==> src/rtl/ps2_key_ctrl.sv <==
// ps2_key_ctrl: PS/2 scan-code decoder that turns W/S/Up/Down into two paddle direction commands.
// Ports:
//   clk100MHz   - system clock
//   rst_n       - asynchronous active-low reset
//   rx_byte     - last scan-code byte from the PS/2 receiver, stable while rx_done is high
//   rx_done     - byte-complete flag from the receiver, asynchronous to clk100MHz
//   p1_dir      - left paddle: 00 stop, 01 up, 10 down (W/S)
//   p2_dir      - right paddle, same encoding (Up/Down arrows)
//   keys_held   - held-key levels {Down, Up, S, W}
//   timeout_err - one-cycle pulse when a prefix byte is not followed in time
//   pause       - pause toggle state (Space); tied to 0 unless PS2_PAUSE_KEY_EN is defined
// Optional feature macro: PS2_PAUSE_KEY_EN
module ps2_key_ctrl #(
    parameter int TIMEOUT_CYCLES = 100000
) (
    input  logic       clk100MHz,
    input  logic       rst_n,
    input  logic [7:0] rx_byte,
    input  logic       rx_done,
    output logic [1:0] p1_dir,
    output logic [1:0] p2_dir,
    output logic [3:0] keys_held,
    output logic       timeout_err,
    output logic       pause
);
    localparam int CW = (TIMEOUT_CYCLES > 2) ? $clog2(TIMEOUT_CYCLES) : 1;
    localparam logic [CW-1:0] CMAX = CW'(TIMEOUT_CYCLES - 1);
    localparam logic [1:0] S_IDLE    = 2'd0;
    localparam logic [1:0] S_EXT     = 2'd1;
    localparam logic [1:0] S_BRK     = 2'd2;
    localparam logic [1:0] S_EXT_BRK = 2'd3;

    logic          r_s1, r_s2, r_s3;
    logic          r_v1, r_v2, r_arm;
    logic          r_vld;
    logic [7:0]    r_byte;
    logic [1:0]    r_state;
    logic [CW-1:0] r_cnt;
    logic [3:0]    r_held;
    logic          r_err;
    logic          w_edge, w_to, w_make, w_ext;
    logic [1:0]    w_state_nx;
    logic [3:0]    w_held_nx;

    // r_arm only sets once a genuine low sample of rx_done has passed the
    // synchroniser, so a flag already high at reset release is ignored.
    assign w_edge = r_arm & r_s2 & ~r_s3;
    assign w_make = ~r_state[1];
    assign w_ext  = r_state[0];
    // A byte in flight (edge seen or captured) always beats the timeout.
    assign w_to   = (r_state != S_IDLE) && (r_cnt == CMAX) && !w_edge && !r_vld;

    always_ff @(posedge clk100MHz or negedge rst_n) begin
        if (!rst_n) begin
            r_s1   <= 1'b0;
            r_s2   <= 1'b0;
            r_s3   <= 1'b0;
            r_v1   <= 1'b0;
            r_v2   <= 1'b0;
            r_arm  <= 1'b0;
            r_vld  <= 1'b0;
            r_byte <= 8'h00;
        end else begin
            r_s1   <= rx_done;
            r_s2   <= r_s1;
            r_s3   <= r_s2;
            r_v1   <= 1'b1;
            r_v2   <= r_v1;
            r_arm  <= r_arm | (r_v2 & ~r_s2);
            r_vld  <= w_edge;
            if (w_edge)
                r_byte <= rx_byte;
        end
    end

    always_comb begin
        w_state_nx = r_state;
        w_held_nx  = r_held;
        if (r_vld) begin
            if (r_byte == 8'h00 || r_byte == 8'hFF) begin
                w_state_nx = S_IDLE;
                w_held_nx  = 4'b0000;
            end else if (r_byte == 8'hE0) begin
                w_state_nx = S_EXT;
            end else if (r_byte == 8'hF0) begin
                w_state_nx = (r_state == S_IDLE) ? S_BRK : (r_state == S_EXT) ? S_EXT_BRK : r_state;
            end else begin
                w_state_nx = S_IDLE;
                if (!w_ext && r_byte == 8'h1D) w_held_nx[0] = w_make;
                if (!w_ext && r_byte == 8'h1B) w_held_nx[1] = w_make;
                if ( w_ext && r_byte == 8'h75) w_held_nx[2] = w_make;
                if ( w_ext && r_byte == 8'h72) w_held_nx[3] = w_make;
            end
        end else if (w_to) begin
            w_state_nx = S_IDLE;
        end
    end

    always_ff @(posedge clk100MHz or negedge rst_n) begin
        if (!rst_n) begin
            r_state <= S_IDLE;
            r_held  <= 4'b0000;
            r_cnt   <= '0;
            r_err   <= 1'b0;
        end else begin
            r_state <= w_state_nx;
            r_held  <= w_held_nx;
            r_cnt   <= (r_vld || w_to || r_state == S_IDLE) ? '0 : (r_cnt == CMAX) ? r_cnt : r_cnt + 1'b1;
            r_err   <= w_to;
        end
    end

`ifdef PS2_PAUSE_KEY_EN
    logic r_space, r_pause;

    // Space toggles pause on its first make only; typematic repeats are ignored
    // until a break (or an overrun) clears the held flag.
    always_ff @(posedge clk100MHz or negedge rst_n) begin
        if (!rst_n) begin
            r_space <= 1'b0;
            r_pause <= 1'b0;
        end else if (r_vld && (r_byte == 8'h00 || r_byte == 8'hFF)) begin
            r_space <= 1'b0;
        end else if (r_vld && !w_ext && r_byte == 8'h29) begin
            r_space <= w_make;
            r_pause <= r_pause ^ (w_make & ~r_space);
        end
    end

    assign pause = r_pause;
`else
    assign pause = 1'b0;
`endif

    assign keys_held   = r_held;
    assign p1_dir      = {r_held[1] & ~r_held[0], r_held[0] & ~r_held[1]};
    assign p2_dir      = {r_held[3] & ~r_held[2], r_held[2] & ~r_held[3]};
    assign timeout_err = r_err;
endmodule

==> config.mk <==
export PLATFORM = sky130hd
export DESIGN_NAME = ps2_key_ctrl
export DESIGN_NICKNAME = d
export VERILOG_FILES = /design/src/rtl/ps2_key_ctrl.sv
export SDC_FILE = /design/constraint.sdc
export NUM_CORES = 1
export LEC_CHECK = 0
export CORE_MARGIN = 3
export CORE_UTILIZATION = 40
export CTS_BUF_LIST = sky130_fd_sc_hd__clkbuf_8
export CTS_CLUSTER_DIAMETER = 100
export CTS_CLUSTER_SIZE = 30
export DETAILED_ROUTE_END_ITERATION = 6
export GPL_TIMING_DRIVEN = 1
export PLACE_DENSITY = 0.57
export SLEW_MARGIN = 0
export SYNTH_ARGS = -nofsm -noshare
export SYNTH_HDL_FRONTEND = slang
export SYNTH_SLANG_ARGS = --single-unit
==> constraint.sdc <==
create_clock -name clk100MHz -period 2.5 [get_ports clk100MHz]
set_input_delay 0.625 -clock clk100MHz [delete_from_list [all_inputs] [get_ports clk100MHz]]
set_output_delay 0.625 -clock clk100MHz [all_outputs]
set_load 0.05 [all_outputs]
Word level (Yosys, flattened, before mapping)
Cells that the tools add are included.
{ "totals": {"latchBits": 0, "elab_cells": 86, "rom_bits": 0, "n_memories": 0, "ff_bits": 39, "ram_bits": 0, "output_inout_bits": 10} }
{ "op_classes": {"addsub": 1, "n_mul": 0, "n_bitwise": 15, "n_div": 0, "shift": 0, "n_reduce_logical": 26, "eq_ne": 13, "n_mux": 16, "magnitude_cmp": 0} }
{ "op_table": {"columns": ["operator", "count"], "rows": [
  ["17-bit 2-to-1 mux", 2],
  ["8-bit equality test, second input constant", 3],
  ["17-bit by 1-bit adder with 17-bit output, second input constant", 1],
  ["17-bit equality test, second input constant", 1],
  ["8-bit by 5-bit equality test with 1-bit output, second input constant", 2],
  ["8-bit by 7-bit equality test with 1-bit output, second input constant", 2],
  ["4-bit AND reduction", 4],
  ["2-bit 2-to-1 mux", 7],
  ["4-bit 2-to-1 mux", 3],
  ["2-bit nonzero test", 6],
  ["8-bit zero test", 1],
  ["1-bit AND", 7],
  ["1-bit logical AND", 7],
  ["1-bit NOT", 7],
  ["2-bit inequality test, second input constant", 3],
  ["6-bit by 4-bit inequality test with 1-bit output, second input constant", 1],
  ["1-bit 2-to-1 mux", 4],
  ["1-bit zero test", 3],
  ["1-bit logical OR", 3],
  ["2-bit by 1-bit equality test with 1-bit output, second input constant", 1],
  ["2-bit zero test", 1],
  ["2-bit AND reduction", 1],
  ["1-bit bitwise OR", 1]
]} }

Logic depth before layout (Yosys ltp)
Gate-level depths: netlist (run 1).
{ "logic_depth": {"ltp_word": 8, "ltp_mapped": 6, "depth_no_buf": 5} }

Worst setup path before layout (run 1)
OpenSTA, ideal clock, no wires.
{ "synth_timing": {"path_type": "register to output", "startpoint": "register r_held[1] (netlist: keys_held[1])", "endpoint": "output port p1_dir[1]", "required_time_ps": 1875, "slack_ps": 468, "path_buffers": 0, "t_arrival_ps": 1407, "stages_incl_launch_ff": 3, "cell_sequence": "dfrtp_1 inv_1 nor2_1"} }
{ "synth_between": {"elab_chain_cells": 1} }
{ "synth_rtl": {"columns": ["item", "line", "source"], "rows": [
  ["from (decl)", "39", "logic [3:0] r_held;"],
  ["from (signal assigned)", "107", "r_held <= w_held_nx;"],
  ["1-bit AND", "136", "assign p1_dir = {r_held[1] & ~r_held[0], r_held[0] & ~r_held[1]};"],
  ["to (decl)", "20", "output logic [1:0] p1_dir,"]
]} }
No other way between the ends.

Final worst setup path (run 1)
{ "layout_timing": {"startpoint": "register r_held[2] (netlist: keys_held[2])", "endpoint": "output port p2_dir[0]"} }
{ "layout_between": {"elab_chain_cells": 1} }
{ "layout_rtl": {"columns": ["item", "line", "source"], "rows": [
  ["1-bit AND", "137", "assign p2_dir = {r_held[3] & ~r_held[2], r_held[2] & ~r_held[3]};"],
  ["to (decl)", "21", "output logic [1:0] p2_dir,"]
]} }
No other way between the ends.

==> results of run 1 <==
## final cells by class
type / instances / area, um^2
flip-flops and latches: 39 / 976
inverters: 11 / 41.3
repair buffers: 23 / 215
multi-input cells: 142 / 865
clock inverters: 1 / 7.51
fillers: 429 / 2210
clock buffers: 7 / 96.3
well taps: 52 / 65.1
## metrics by stage
step	total power [mW]	instances	worst slack (ns)	area (um^2)	hold slack, ns
after detailed placement	0.823	267	0.554	2160	0.338
after global routing	1.35	275	0.126	2270	0.373
after CTS	1.30	275	0.216	2270	0.360
final	1.29	275	0.246	2270	0.356
after floorplan	0.768	195	0.468	1900	0.329
after global placement	0.820	267	0.579	2160	0.341
## critical path, delay by kind of cell, from the launching register on
| family | cells | cell delay [ns] |
|---|---|---|
| simple gates | 1 | 0.09 |
| flops | 1 | 0.38 |
| buf+inv | 2 | 0.87 |
## logic make-up (layout without fill, tap and decap cells)
family / Yosys count / in the layout / share of synthesized area
AND/OR/NAND/NOR: 103 / 103 / 0.300
flip-flops: 39 / 39 / 0.514
AO/OA/AOI/OAI: 25 / 25 / 0.0943
buffers and inverters: 14 / 42 / 0.0303
XOR/XNOR: 11 / 11 / 0.0508
other: 2 / 2 / 0.00396
adder cells (fa/ha/maj): 1 / 1 / 0.00659
## registers in the layout (all words and copies together), names as in the netlist
name and cells:
r_byte 8, keys_held 4, r_cnt 17, r_s2 1
r_v1 1, timeout_err 1, r_v2 1, r_arm 1
r_s1 1, r_vld 1, r_s3 1, r_state 2
## worst paths after layout
check | from | to
max in group asynchronous | rst_n | r_cnt[12]
min in group asynchronous | rst_n | keys_held[1]
min | r_v1 | r_v2
max | keys_held[2] | p2_dir[0]
min reg2reg | r_v1 | r_v2
max reg2reg | r_byte[1] | keys_held[2]
## cells in the mapped netlist, types with 4 or more instances
master / count / area (um^2)
nand3_1: 11 / 55.1
dfrtp_1: 39 / 976
a31oi_1: 5 / 31.3
nor4_1: 6 / 37.5
nor3_1: 6 / 30.0
xnor2_1: 10 / 87.6
nand4_1: 6 / 37.5
inv_1: 10 / 37.5
nor2_1: 17 / 63.8
a21oi_1: 5 / 25.0
nand2_1: 31 / 116
o22ai_1: 4 / 25.0
## routing by layer
layer / GRT usage / routed length, um
met3: 0.0320 / 118
met5: 0 / 0
met4: 0.0711 / 80
met1: 0.217 / 1920
met2: 0.219 / 1680
## power by group
| part | internal [mW] | switching [mW] |
|---|---|---|
| logic | 0.0508 | 0.0694 |
| clock network | 0.251 | 0.226 |
| registers | 0.657 | 0.0317 |
| total | 0.959 | 0.327 |
## cells in the final DEF, fill, tap and decap left out, types with 3 or more instances in the layout
cell type        instances
buf_4                    4
or3_1                    3
dfrtp_1                 39
a31oi_1                  5
nor3b_1                  3
xnor2_1                 10
nor4_1                   6
nand3_1                 11
inv_1                   10
nor2_1                  17
nor3_1                   6
nand4_1                  6
clkdlybuf4s50_1         18
o21ai_0                  3
clkbuf_8                 7
o22ai_1                  4
nand2_1                 31
a21oi_1                  5
nor4bb_1                 3
==> results.md, run 1 <==
- R2R setup slack: 0.55 ns
- Mapped Cells: 195
- Critical path required time: approximately 1.9 ns
- Critical-path top delay cell: clkdlybuf4s50_1
- EDFF count, synth: 0
- Final RePlAce weighted congestion: 0.851
- DRC viols: 0
- Status: finished clean
- Synth Area per Inst: roughly 10 um^2
- Hold Path Class: register to register
- Drt total wl: 3800 um
- Die H: roughly 75 um
- Final net count: 234
- Yosys reg bits: 39
- # setup viols final: 0
- Drt wl/cell: 13.8 um
- CP endpoint kind: output port
- Syn-to-layout area delta: 19.4%
- CTS Root Cell: clkbuf_8
- Leakage: just under 0.9 nW
- Die area: 5610 um^2
- Slowest Stage Delay on Critical Path: roughly 0.81 ns
- GRT Util Overall: 0.151
- Row count: 24
- Dpl hpwl: 2690 um
- Synth warn: 0
- Core footprint: 4470 um^2
- IO Pins: 21
- DR iter-0 viols: 93
- Share of cells above drive strength 1: 0.0852
- Final hold vios: 0
- Critical path class: register to output port
- Largest net degree at the start of global routing: 40
- Global-route wire length before repair: roughly 6400 um
- CTS clock-pin slew for the worst setup and hold paths: 0.08 ns
- Main synth FF type: dfrtp_1
- Setup Buffers After CTS: 0
- WHS Path Cells: 0
- Crit path DAT: approximately 1.6 ns
- Least-Margin Pin Slew: 0.870 ns
- Setup TNS: 0 ns
- Inserted Diodes: 0
- Final Max Slew Viols: 0
- Peak Freq: 444 MHz
- Rel. slew slack: 0.420
- Final worst path period share: 0.902
- Drt first pass iters: 4
- Antenna violations before repair: 0
- Max FO, Critical Path: 3
- H-tree Lvls: 2
- Final Skew: 0.00507 ns
- Cts-stage hold buffer count: 0
- Max VDD drop: ~0.00036 V
- Total congestion overflow: 0
- Async SR Flop Fraction: 1.00
- Crit-path cells: inv_1, nor2_1, clkdlybuf4s50_1
- Clk sinks: 39
- Num CTS Buffers: 5
- Final Core Density: 0.506
- Via density: 5.35
- Initial Util: 0.424
- Mapped Area: 1900 um^2
- Die width: 74.9 um
- Final min period: 2.25 ns
- Worst-case reg-to-reg path depth: 4
- Startpoint class of the critical path: register
- Via count: 1,470
- Distinct cells, synth: 45
- Post_cts resized: 0
- CTS tree: done
- Antenna viol nets, final: 0
- Port Buffers: 19
- Max Cap Viol: 0
- Number of global-route vias before repair: 1,354
- Worst-Skew Late Latency: 0.29 ns
- Seq/Total Area, Yosys: 0.514
- Net count after synthesis: 207
- Clk buf depth: 2
- Unrepaired setup endpoints after global routing: no
- PD cells: 567 nW/um^2
Power figures use the tool's default switching activity.
==> run 2: changes to the inputs <==
ABC_AREA = 1   (was unset)
clock period = 2.8 ns   (was 2.5 ns; I/O delays follow)
==> run 2 against run 1 <==
Compared with the run above: combinational power rose to 2.8 times the previous value; sequential share of layout area fell by 1.5 points; largest cell class unchanged; highest routed layer unchanged; utilization fell by 1.6 points; critical endpoint is now p1_dir[0]; first-iteration DRC count did not move; cell count rose by 26%; worst setup slack improved by 0.24 ns; register-to-register slack improved by 0.61 ns; clock skew barely moved; die area rose by 5.5%.
==> results.md, run 2 <==
- DRC viols: 0 (unchanged)
- # setup viols final: 0 (unchanged)
- Max reg flops: 17 (unchanged)
- CTS tree: done
- Rel. slew slack: 0.428 (+0.00842)
- Post-Synth Adder-Cell Area: 0.00622 (-0.000373)
- Row count: 25 (+4.2%)
- Unrepaired setup endpoints after global routing: no
- Design Area, Final: 2350 um^2 (+3.6%)
- Dpl hpwl: 2760 um (+2.6%)
- Total congestion overflow: 0 (unchanged)
- Area share of the largest cell type after synthesis: 0.485 (-0.0291)
- Area contributors post-synth: dfrtp_1 49%, nand2_1 12%, nor2_1 7.6%
- Share of cells above drive strength 1: 0.0786 (-0.00663)
- Yosys reg bits: 39 (unchanged)
- Synth area leader: dfrtp_1
- EDFF count, synth: 0 (unchanged)
- Mapped Cells: 256 (+31%)
- H-tree Lvls: 2 (unchanged)
- Number of global-route vias before repair: 1,483 (+9.5%)
- Drt total wl: 3800 um (about the same)
- Mux share of post-synthesis cell area: 0 (unchanged)
- Final Skew: 0.00554 ns (+0.000468 ns)
- Clk sinks: 39 (unchanged)
- Area of the multi-input gates: 890 um^2 (+2.9%)
- Leakage: 1.01 nW (+14%)
- Critical path class: register to output port
- Setup TNS: 0 ns (unchanged)
- Critical path required time: 2.10 ns (+0.22 ns)
- Inserted Diodes: 0 (unchanged)
- DP Worst Slack: 0.793 ns (+0.239 ns)
- PD cells: 585 nW/um^2 (+3.2%)
- Largest net degree at the start of global routing: 40 (unchanged)
- Main synth FF type: dfrtp_1
- Core footprint: 4790 um^2 (+7.0%)
- Least-Margin Pin Slew: 0.858 ns (-0.0126 ns)
- Status: finished clean
- Async SR Flop Fraction: 1.00 (unchanged)
- Synth warn: 0 (unchanged)
- Top reg by flops: r_cnt
- Clk buf depth: 2 (unchanged)
- Antenna viol nets, final: 0 (unchanged)
- Final RePlAce weighted congestion: 0.862 (+1.3%)
- Xor and xnor area share after synthesis: 0.0348 (-0.0159)
- Die width: 76.9 um (+2.7%)
- Syn-to-layout area delta: 16.7%
- Final worst path period share: 0.828
- Drt first pass iters: 5 (+1)
- Final hold vios: 0 (unchanged)
- Cts-stage hold buffer count: 0 (unchanged)
- Final hold slack: 0.352 ns (-0.00385 ns)
- Die area: 5920 um^2 (+5.5%)
- Synth Area per Inst: 7.86 um^2 (-19%)
- Final net count: 291 (+24%)
- Net count after synthesis: 268 (+29%)
- Global-route wire length before repair: 6720 um (+5.5%)
- CTS Root Cell: clkbuf_8
- Max Cap Viol: 0 (unchanged)
- Commonest non-fill, non-tap cell in the layout: nand2_1
- Post_cts resized: 0 (unchanged)
- Startpoint class of the critical path: register
- Seq/Total Area, Yosys: 0.485 (-0.0291)
- Area post-placement: 2250 um^2 (+4.3%)
- Simple-Gate Fraction of Synth Area: 0.350 (+0.0496)
- Hold Path Class: register to register
- Via count: 1,591 (+8.2%)
- Mapped Area: 2010 um^2 (+6.0%)
- IO Pins: 21 (unchanged)
- Drt wl/cell: 11.0 um (-21%)
- Max VDD drop: 0.000287 V (-19%)
- Setup Buffers After CTS: 0 (unchanged)
- GRT Util Overall: 0.141 (-0.0105)
- Commonest cells after routing, fill and taps aside: 65 x nand2_1, 41 x nor2_1, 39 x dfrtp_1, 32 x inv_1
- Initial Util: 0.420 (-0.00382)
- Peak Freq: 432 MHz
- Num CTS Buffers: 5 (unchanged)
- Synth cell count leaders: 65 x nand2_1, 41 x nor2_1, 39 x dfrtp_1
- DR iter-0 viols: 93 (unchanged)
- Distinct cells, synth: 29 (-36%)
- Synth Area in Compound Gates: 0.0479 (-0.0464)
- CP endpoint kind: output port
- Antenna violations before repair: 0 (unchanged)
- Worst-Skew Late Latency: 0.29 ns (about the same)
- FF+latch area: 976 um^2 (unchanged)
- Post-route worst setup slack: 0.483 ns (+0.237 ns)
- Die H: 76.9 um (+2.7%)
- Max FO, Critical Path: 4 (+1)
- Port Buffers: 19 (unchanged)
- Largest family of logic cells by synthesized area: simple AND/OR/NAND/NOR gates
- Crit path DAT: 1.62 ns (about the same)
- Fill cell count: 478 (+11%)
- Final min period: between 2 and 2.5 ns
- Total power: 1.37 mW (+6.9%)
- Count leader, synth: nand2_1
- Final Max Slew Viols: 0 (unchanged)
- Via density: 4.59 (-14%)
- CTS clock-pin slew for the worst setup and hold paths: 0.08 ns (about the same)
-- run 2: cell types whose count changed after synthesis, moves of 4 or more --
cell / previous run / this run
nand2_1: 31 / 65
nor2_1: 17 / 41
inv_1: 10 / 32
o21ai_0: 3 / 14
xnor2_1: 10 / 1
nand3_1: 11 / 18
xor2_1: 1 / 7
a31oi_1: 5 / 0
nor4_1: 6 / 1
nor2_2: 0 / 4
o22ai_1: 4 / 0
-- run 2: final timing paths --
kind | slack (ns) | endpoint | from | cells after the start
max in group asynchronous | 1.75 | r_cnt[15] | rst_n | 1
worst min register to register | 0.35 | r_v2 | r_v1 | 0
worst max-delay path | 0.48 | p1_dir[0] | keys_held[1] | 2
min in group asynchronous | 0.52 | keys_held[3] | rst_n | 1
worst max register to register | 1.16 | r_cnt[9] | r_cnt[0] | 8
worst min-delay path | 0.35 | r_v2 | r_v1 | 0
-- run 2: power by group --
group	internal, mW	leakage [nW]	switching (mW)
registers	0.604	0.512	0.0370
logic	0.107	0.454	0.230
clock network	0.178	0.0408	0.217
-- run 2: metal layers --
| layer | up-vias | wire length, um | global-route usage |
|---|---|---|---|
| li1 | 852 | - | - |
| met1 | 719 | 2040 | 0.206 |
| met2 | 18 | 1650 | 0.199 |
| met3 | 2 | 91 | 0.0364 |
| met4 | 0 | 22 | 0.0525 |
| met5 | - | 0 | 0 |
-- run 2: critical path, stage by stage, from the launching register on --
cell and delay, ns:
dfrtp_1 0.41, nor2_1 0.11, clkdlybuf4s50_1 0.80
-- run 2: stage by stage --
stage,cells,util
after floorplan,256,-
after global placement,339,0.471
after detailed placement,339,0.471
after CTS,347,0.490
after global routing,347,0.490
final,347,0.490
-- run 2: area by class of cell --
| type | count | share of cell area |
|---|---|---|
| clock buffers | 5 | 0.0293 |
| repair buffers | 19 | 0.0789 |
| multi-input cells | 182 | 0.379 |
| flip-flops and latches | 39 | 0.416 |
| clock inverters | 3 | 0.0101 |
| well taps | 67 | 0.0357 |
| inverters | 32 | 0.0512 |
-- run 2: cell families (layout without fill, tap and decap cells) --
logic type,count (synthesis),in the layout
xor gates and xnor gates,8,8
DFF,39,39
AOI/OAI and AO/OA,18,18
and+or+nand+nor,153,153
adders and majority gates,1,1
buffers and inverters,35,59
other,2,2
